### src/rtl/btn_pkg.sv
// Shared definitions for the button-event channels: FSM encoding and
// the helpers that turn millisecond parameters into cycle counts and widths.
package btn_pkg;

    typedef enum logic [1:0] {
        ST_IDLE    = 2'd0,
        ST_PRESSED = 2'd1,
        ST_HELD    = 2'd2,
        ST_REPEAT  = 2'd3
    } btn_state_e;

    // Divide before multiplying so large CLK_HZ values stay within 32 bits.
    function automatic int cyc_count(input int clk_hz, input int ms);
        int c;
        c = (clk_hz / 1000) * ms;
        return (c < 1) ? 1 : c;
    endfunction

    function automatic int cnt_width(input int cyc);
        return $clog2(cyc) + 1;
    endfunction

    function automatic int max_int(input int a, input int b);
        return (a > b) ? a : b;
    endfunction

endpackage

### src/rtl/btn_channel.sv
// One button channel: 2-flop synchronizer, debouncer and the
// press / long-press / auto-repeat FSM with registered one-cycle pulses.
module btn_channel
    import btn_pkg::*;
#(
    parameter int CLK_HZ        = 50000000,
    parameter int DEBOUNCE_MS   = 10,
    parameter int LONG_MS       = 1000,
    parameter int REPEAT_MS     = 200,
    parameter int ACTIVE_LOW_IN = 0
) (
    input  logic clk,
    input  logic rst_a_n,
    input  logic btn_in,
    input  logic repeat_en,
    output logic level_out,
    output logic press_pulse,
    output logic release_pulse,
    output logic long_pulse,
    output logic repeat_pulse
);

    localparam int DEB_CYC  = cyc_count(CLK_HZ, DEBOUNCE_MS);
    localparam int LONG_CYC = cyc_count(CLK_HZ, LONG_MS);
    localparam int REP_CYC  = cyc_count(CLK_HZ, REPEAT_MS);
    localparam int DW       = cnt_width(DEB_CYC);
    localparam int HW       = max_int(cnt_width(LONG_CYC), cnt_width(REP_CYC));

    localparam logic [DW-1:0] DEB_LAST  = DW'(DEB_CYC - 1);
    localparam logic [HW-1:0] LONG_LAST = HW'(LONG_CYC - 1);
    localparam logic [HW-1:0] REP_LAST  = HW'(REP_CYC - 1);

    logic          btn_int;
    logic          sync1, sync2;
    logic [DW-1:0] deb_cnt;
    logic          deb_hit, press_ev, release_ev;

    btn_state_e    state, state_nxt;
    logic [HW-1:0] hold_cnt, hold_nxt;
    logic          long_nxt, rep_nxt;

    // Inversion sits ahead of the synchronizer so reset holds "released".
    assign btn_int = (ACTIVE_LOW_IN != 0) ? ~btn_in : btn_in;

    always_ff @(posedge clk or negedge rst_a_n) begin
        if (!rst_a_n) begin
            sync1 <= 1'b0;
            sync2 <= 1'b0;
        end else begin
            sync1 <= btn_int;
            sync2 <= sync1;
        end
    end

    assign deb_hit    = (sync2 != level_out) && (deb_cnt == DEB_LAST);
    assign press_ev   = deb_hit && !level_out;
    assign release_ev = deb_hit && level_out;

    always_ff @(posedge clk or negedge rst_a_n) begin
        if (!rst_a_n) begin
            deb_cnt       <= '0;
            level_out     <= 1'b0;
            press_pulse   <= 1'b0;
            release_pulse <= 1'b0;
        end else begin
            press_pulse   <= press_ev;
            release_pulse <= release_ev;
            if (sync2 == level_out || deb_hit) deb_cnt <= '0;
            else                               deb_cnt <= deb_cnt + 1'b1;
            if (deb_hit) level_out <= ~level_out;
        end
    end

    always_ff @(posedge clk or negedge rst_a_n) begin
        if (!rst_a_n) begin
            state        <= ST_IDLE;
            hold_cnt     <= '0;
            long_pulse   <= 1'b0;
            repeat_pulse <= 1'b0;
        end else begin
            state        <= state_nxt;
            hold_cnt     <= hold_nxt;
            long_pulse   <= long_nxt;
            repeat_pulse <= rep_nxt;
        end
    end

    // Release is checked first so it suppresses a coincident long/repeat.
    always_comb begin
        state_nxt = state;
        hold_nxt  = hold_cnt;
        long_nxt  = 1'b0;
        rep_nxt   = 1'b0;
        if (release_ev) begin
            state_nxt = ST_IDLE;
            hold_nxt  = '0;
        end else begin
            case (state)
                ST_IDLE: begin
                    if (press_ev) begin
                        state_nxt = ST_PRESSED;
                        hold_nxt  = '0;
                    end
                end
                ST_PRESSED: begin
                    if (hold_cnt == LONG_LAST) begin
                        long_nxt  = 1'b1;
                        hold_nxt  = '0;
                        state_nxt = repeat_en ? ST_REPEAT : ST_HELD;
                    end else begin
                        hold_nxt = hold_cnt + 1'b1;
                    end
                end
                ST_REPEAT: begin
                    if (!repeat_en) begin
                        state_nxt = ST_HELD;
                        hold_nxt  = '0;
                    end else if (hold_cnt == REP_LAST) begin
                        rep_nxt  = 1'b1;
                        hold_nxt = '0;
                    end else begin
                        hold_nxt = hold_cnt + 1'b1;
                    end
                end
                ST_HELD: begin
                    if (repeat_en) begin
                        state_nxt = ST_REPEAT;
                        hold_nxt  = '0;
                    end
                end
                default: begin
                    state_nxt = ST_IDLE;
                    hold_nxt  = '0;
                end
            endcase
        end
    end

endmodule

### src/rtl/multi_button_events.sv
// Array of independent button channels; the top only slices ports.
module multi_button_events #(
    parameter int N_CH          = 4,
    parameter int CLK_HZ        = 50000000,
    parameter int DEBOUNCE_MS   = 10,
    parameter int LONG_MS       = 1000,
    parameter int REPEAT_MS     = 200,
    parameter int ACTIVE_LOW_IN = 0
) (
    input  logic            clk,
    input  logic            rst_a_n,
    input  logic [N_CH-1:0] btn_in,
    input  logic [N_CH-1:0] repeat_en,
    output logic [N_CH-1:0] level_out,
    output logic [N_CH-1:0] press_pulse,
    output logic [N_CH-1:0] release_pulse,
    output logic [N_CH-1:0] long_pulse,
    output logic [N_CH-1:0] repeat_pulse
);

    for (genvar gi = 0; gi < N_CH; gi++) begin : g_ch
        btn_channel #(
            .CLK_HZ       (CLK_HZ),
            .DEBOUNCE_MS  (DEBOUNCE_MS),
            .LONG_MS      (LONG_MS),
            .REPEAT_MS    (REPEAT_MS),
            .ACTIVE_LOW_IN(ACTIVE_LOW_IN)
        ) u_ch (
            .clk          (clk),
            .rst_a_n      (rst_a_n),
            .btn_in       (btn_in[gi]),
            .repeat_en    (repeat_en[gi]),
            .level_out    (level_out[gi]),
            .press_pulse  (press_pulse[gi]),
            .release_pulse(release_pulse[gi]),
            .long_pulse   (long_pulse[gi]),
            .repeat_pulse (repeat_pulse[gi])
        );
    end

endmodule

### config.mk
export PLATFORM = sky130hd
export DESIGN_NAME = multi_button_events
export DESIGN_NICKNAME = d
export VERILOG_FILES = /design/src/rtl/btn_pkg.sv /design/src/rtl/btn_channel.sv /design/src/rtl/multi_button_events.sv
export SDC_FILE = /design/constraint.sdc
export NUM_CORES = 1
export LEC_CHECK = 0
export CAP_MARGIN = 40
export CORE_AREA = 2 2 151 153
export CTS_CLUSTER_SIZE = 28
export DETAILED_ROUTE_END_ITERATION = 10
export DIE_AREA = 0 0 153 155
export PLACE_DENSITY = 0.69
export SETUP_SLACK_MARGIN = 0.1
export SYNTH_ARGS = -nofsm -noshare
export SYNTH_HDL_FRONTEND = slang
export SYNTH_SLANG_ARGS = --single-unit
### constraint.sdc
create_clock -name clk -period 2.8 [get_ports clk]
set_input_delay 0.7 -clock clk [delete_from_list [all_inputs] [get_ports clk]]
set_output_delay 0.7 -clock clk [all_outputs]
set_load 0.01 [all_outputs]
# Yosys cells after proc, flatten, opt, wreduce, memory -nomap -nowiden
# Cells that the tools add are included.
[totals]
word_cells = 220
input_bits = 10
mem_bits_ro = 0
mem_count = 0
reg_bits = 224
out_inout_bits = 20
ram_bits = 0
latch_bits = 0
[classes]
bitwise = 4
reduce_logical = 32
eq_ne = 48
addsub = 8
n_div = 0
n_mul = 0
order_cmp = 0
muxes = 88
shift = 0
[ops]
columns = ["cell", "count"]
rows = [
  ["$mux W27", 24],
  ["$pmux W27 S4", 4],
  ["$add A27 B1 Y27 const B", 4],
  ["$eq A27 B24 Y1 const B", 4],
  ["$eq A27 B26 Y1 const B", 4],
  ["$add A20 B1 Y20 const B", 4],
  ["$eq A20 B19 Y1 const B", 4],
  ["$mux W20", 4],
  ["$mux W2", 20],
  ["$mux W1", 32],
  ["$pmux W2 S4", 4],
  ["$ne A3 B1 Y1 const B", 8],
  ["$ne A3 B2 Y1 const B", 8],
  ["$eq A2 B2 Y1 const B", 8],
  ["$reduce_and A4 Y1", 4],
  ["$logic_and A1 B1 Y1", 12],
  ["$eq A2 B1 Y1 const B", 4],
  ["$logic_not A2 Y1", 4],
  ["$reduce_and A2 Y1", 4],
  ["$eq A1 B1 Y1", 4],
  ["$logic_not A1 Y1", 4],
  ["$logic_or A1 B1 Y1", 4],
  ["$ne A1 B1 Y1", 4],
  ["$not A1 Y1", 4],
]

# Longest topological paths before layout
[depth]
word_depth = 6
depth_mapped = 9
mapped_depth_nobuf = 7

# Hierarchy
# A second synthesis with hierarchy kept.
[unflattened]
hier_cells = 1249
area_unflattened_um2 = 11833.8
[modules_own_cells]
columns = ["module", "seq_area_each_um2", "instances", "cells_each", "area_per_inst_um2"]
rows = [
  ["btn_channel at g_ch[0].u_ch ...", 1401.3, 3, 312, 2911.5],
  ["btn_channel at g_ch[3].u_ch", 1401.3, 1, 313, 3099.2],
]

# Worst setup path after synthesis
# OpenSTA, ideal clock, no wires.
[synth_timing]
path_type = "flip-flop to flip-flop"
start = "register g_ch[1].u_ch.hold_cnt[24]"
end = "register g_ch[1].u_ch.hold_cnt[7]"
t_required_ps = 2679
arrival_ps = 2110
stages_incl_launch_ff = 8
period_less_slack_ps = 2231
setup_time_ps = 121
path_buffers = 1
setup_slack_ps = 569
cell_sequence = "dfrtp_1 > or4b_4 > nor4_4 > a31oi_1 > o21ba_2 > buf_6 > a21o_1 > a22o_1"
[synth_via]
elab_chain_cells = 5
word_cells_on_any_way = 7
cone_classes = "eq/ne (2); mux (5)"
[synth_rtl]
columns = ["element", "line", "rtl"]
rows = [
  ["from (decl)", "btn_channel.sv:39", "logic [HW-1:0] hold_cnt, hold_nxt;"],
  ["from (signal assigned)", "btn_channel.sv:82", "hold_cnt <= hold_nxt;"],
  ["$eq A27 B24 Y1", "btn_channel.sv:118", "end else if (hold_cnt == REP_LAST) begin"],
  ["$mux W27", "btn_channel.sv:118", ""],
  ["$mux W27", "btn_channel.sv:115", "if (!repeat_en) begin"],
  ["$pmux W27 S4 (*)", "btn_channel.sv:98", "case (state)"],
  ["$mux W27 (*)", "btn_channel.sv:94", "if (release_ev) begin"],
]
# Every way passes the cells marked *; elsewhere a longest branch is shown, timed or not.
# A chain may end at the register's enable or synchronous reset.

# Worst setup path in the final report
[layout_timing]
start = "register g_ch[0].u_ch.hold_cnt[7]"
end = "register g_ch[0].u_ch.hold_cnt[16]"
[layout_via]
elab_chain_cells = 5
word_cells_on_any_way = 8
cone_classes = "add/sub (1); eq/ne (2); mux (5)"
[layout_rtl]
columns = ["element", "line"]
rows = [
  ["from (decl)", "btn_channel.sv:39"],
  ["from (signal assigned)", "btn_channel.sv:82"],
  ["$add A27 B1 Y27 or $eq A27 B24 Y1 (tied branches)", "btn_channel.sv:111, btn_channel.sv:122, btn_channel.sv:118"],
  ["$mux W27", "btn_channel.sv:118"],
  ["$mux W27", "btn_channel.sv:115"],
  ["$pmux W27 S4 (*)", "btn_channel.sv:98"],
  ["$mux W27 (*)", "btn_channel.sv:94"],
]
# Marked as above.

==> flow_summary.ini <==
[floorplanning]
die_h_um = 155
fp.coreArea_sq_mm = 0.02223
die_w_um = 153
ios = 30
rows = 55
start_util = 0.5294
fp.dieArea_sq_mm = 0.02372

[sta]
hold_viol = 0
fin_crit_ns = 2.538
post-route-period-util = 0.9064
drv_slew = 0
max_slew.worst_pin.slew_ns = 0.7728
timing.slew.headroom = 0.4848
finalClockSkew_ns = 0.007198
rsz0062_at_grt = false
fin_hold_ws_ns = 0.1657
max_freq_mhz = 394.0
setup_viol = 0

[finish]
n_antenna_cell = 0
num-fill-cells = 1898
fin_area_sq_mm = 0.01325
multi_input_area_sq_mm = 0.005739
area_growth_pct = 12.61
ff_latch_area_sq_mm = 0.005605
drive_gt1_frac = 0.07657
nets = 1319

[detailed_routing]
remaining_drc_errors = 0
ant_nets = 0
routed.top_layer = met4
wl_per_cell_um = 15.08
dr_wl_met2_um = 11050
drt_iter0_markers = 617
vias = 9372
wl_met1_um = 11910
first_pass_iters = 5
wirelength_um = 24190
met3_length_um = 795
via_per_inst = 5.843

[critical_path]
worstSetupEndpointType = flip-flop
path_class = reg -> reg
startpoint_type = flip-flop
cp_max_fo = 11
required_ns = 3.18
worst-endpoint-arrival_ns = 2.91

[yosys]
syn_area_per_cell_sq_um = 9.228
synth-edff-count = 0
synth_ff_type = dfrtp_1
synth_seq_cells = 224
synthesis.area_sq_mm = 0.01177
synth-seq-area-share = 0.4764
yosys_warnings = 0
synth_area_leaders = dfrtp_1, nand3_1, nor2_1
synth.net_count = 1293
postSynth.asyncResetShare = 1.000
synth_top_cell_by_area = dfrtp_1
synth_top_area_share = 0.4764
yosys.cell_types.count = 72
syn_inst = 1275

[worst_hold_path]
hold_path.class = in -> async

[grt]
grt-ovfl-total = 0
grt_pass1_vias = 8808
track_usage = 0.2069
antenna_found_initial = 0
grt_start_max_net_pins = 76
grt_pass1_wl_um = 42180

[clocking]
cts_max_level = 1
cts.sink_count = 224
clock-root-buffer = clkbuf_16
numCtsBuffers = 25
path_clk_slew_ns = 0.06
cts_tree = yes
clockBufferDepth = 3
ctsHoldBuffers = 0
insertion_delay_ns = 0.52

[placement]
gp_congestion = 0.8509
dpl-instance-area_sq_mm = 0.01235
dp_hpwl_um = 15950
port_buffers = 29

[power]
max-vdd-ir-drop_v = 0.0003754
p_total_mw = 7.441
p_per_area_mw_per_mm2 = 561.6
power.leakage_nw = 5.665

[outcome]
outcome = completed

[job]
maxCapViolations = 0
==> repair_timing <==
action | CTS | global route
endpoints found under the hold margin | 0 | 0
endpoints found under the setup margin | 0 | 20
buffers inserted | 0 | 0
gates resized for setup | 0 | 3
==> kinds of logic (layout without fill, tap and decap cells) <==
| group | Yosys count | in the layout | synth area share |
|---|---|---|---|
| and+or+nand+nor | 692 | 692 | 0.3068 |
| AOI/OAI and AO/OA | 190 | 190 | 0.1125 |
| DFF | 224 | 224 | 0.4764 |
| adders and majority gates | 8 | 8 | 0.008507 |
| buffers and inverters | 85 | 129 | 0.03849 |
| muxes | 5 | 5 | 0.004466 |
| xor gates and xnor gates | 71 | 71 | 0.05285 |
==> stage by stage <==
step | util | TNS [ns] | cells | setup slack [ns]
3_5_place_dp | 0.5557 | 0 | 1559 | 0.1193
2_1_floorplan | - | 0 | 1275 | 0.5689
3_3_place_gp | 0.5552 | -0.08936 | 1558 | -0.02855
4_1_cts | 0.5952 | 0 | 1604 | 0.1218
6_report | 0.5961 | 0 | 1604 | 0.2620
5_1_grt | 0.5961 | 0 | 1604 | 0.09803
==> state kept, by name (all words and copies together) (netlist names) <==
register and flops:
g_ch.u_ch.hold_cnt 108, g_ch.u_ch.deb_cnt 80, g_ch.u_ch.state 8, g_ch.u_ch.level_out 4
g_ch.u_ch.long_pulse 4, g_ch.u_ch.press_pulse 4, g_ch.u_ch.release_pulse 4, g_ch.u_ch.repeat_pulse 4
g_ch.u_ch.sync1 4, g_ch.u_ch.sync2 4
==> where the power goes <==
group | switching [mW] | internal, mW
Sequential | 0.158 | 3.37
Clock | 1.33 | 2.14
Combinational | 0.258 | 0.188
==> area by class of cell <==
type                    count  area share
clock buffers              33     0.05326
clock inverters            12     0.01294
inverters                  24    0.006799
multi-input cells         966      0.4331
flip-flops and latches    224      0.4230
well taps                 285     0.02691
repair buffers             60     0.04391
==> layout by cell type (no fill, tap or decap), drive strengths merged, types with 9 or more instances in the layout <==
cell           Yosys  final
dfrtp            224    224
nor2             146    146
nand2            142    142
nand3            136    136
nand4             47     47
xor2              42     42
a21oi             39     39
o21ai             38     38
nor3              35     35
and3              33     33
clkbuf            20     33
buf               41     32
or3               30     30
xnor2             29     29
clkdlybuf4s50      0     28
a21o              27     27
inv               24     24
o311ai            22     22
and4              17     17
nor4              16     16
or4               15     15
nand2b            14     14
a22o              14     14
a31oi             14     14
nor3b             11     11
and2              10     10
nor4b              9      9
==> synthesized netlist by cell type, drive strengths merged, types with 17 or more instances <==
cell    number
dfrtp      224
nor2       146
nand2      142
nand3      136
nand4       47
xor2        42
buf         41
a21oi       39
o21ai       38
nor3        35
and3        33
or3         30
xnor2       29
a21o        27
inv         24
o311ai      22
clkbuf      20
and4        17
==> final timing paths <==
kind | start | slack, ns | end | depth (start not counted)
min | rst_a_n | 0.17 | g_ch[3].u_ch.hold_cnt[14] | 1
max | g_ch[0].u_ch.hold_cnt[7] | 0.26 | g_ch[0].u_ch.hold_cnt[16] | 8
min in group clk | g_ch[0].u_ch.sync1 | 0.36 | g_ch[0].u_ch.sync2 | 0
max reg2reg | g_ch[0].u_ch.hold_cnt[7] | 0.26 | g_ch[0].u_ch.hold_cnt[16] | 8
max in group asynchronous | rst_a_n | 1.86 | g_ch[1].u_ch.deb_cnt[16] | 2
min reg2reg | g_ch[0].u_ch.sync1 | 0.36 | g_ch[0].u_ch.sync2 | 0
==> routing by layer <==
metal,up-vias,GRT usage
li1,4669,-
met3,36,0.02646
met1,4553,0.3004
met5,-,0
met2,114,0.3318
met4,0,0.05379
==> critical path, stage by stage (launching register included) <==
cell and delay (ns):
dfrtp_1 0.43, or4b_1 0.60, nor4_4 0.40, a21o_1 0.25
a21oi_2 0.17, buf_6 0.19, buf_4 0.16, nand3_1 0.08
o311ai_0 0.12
(Power assumes the default switching activity.)
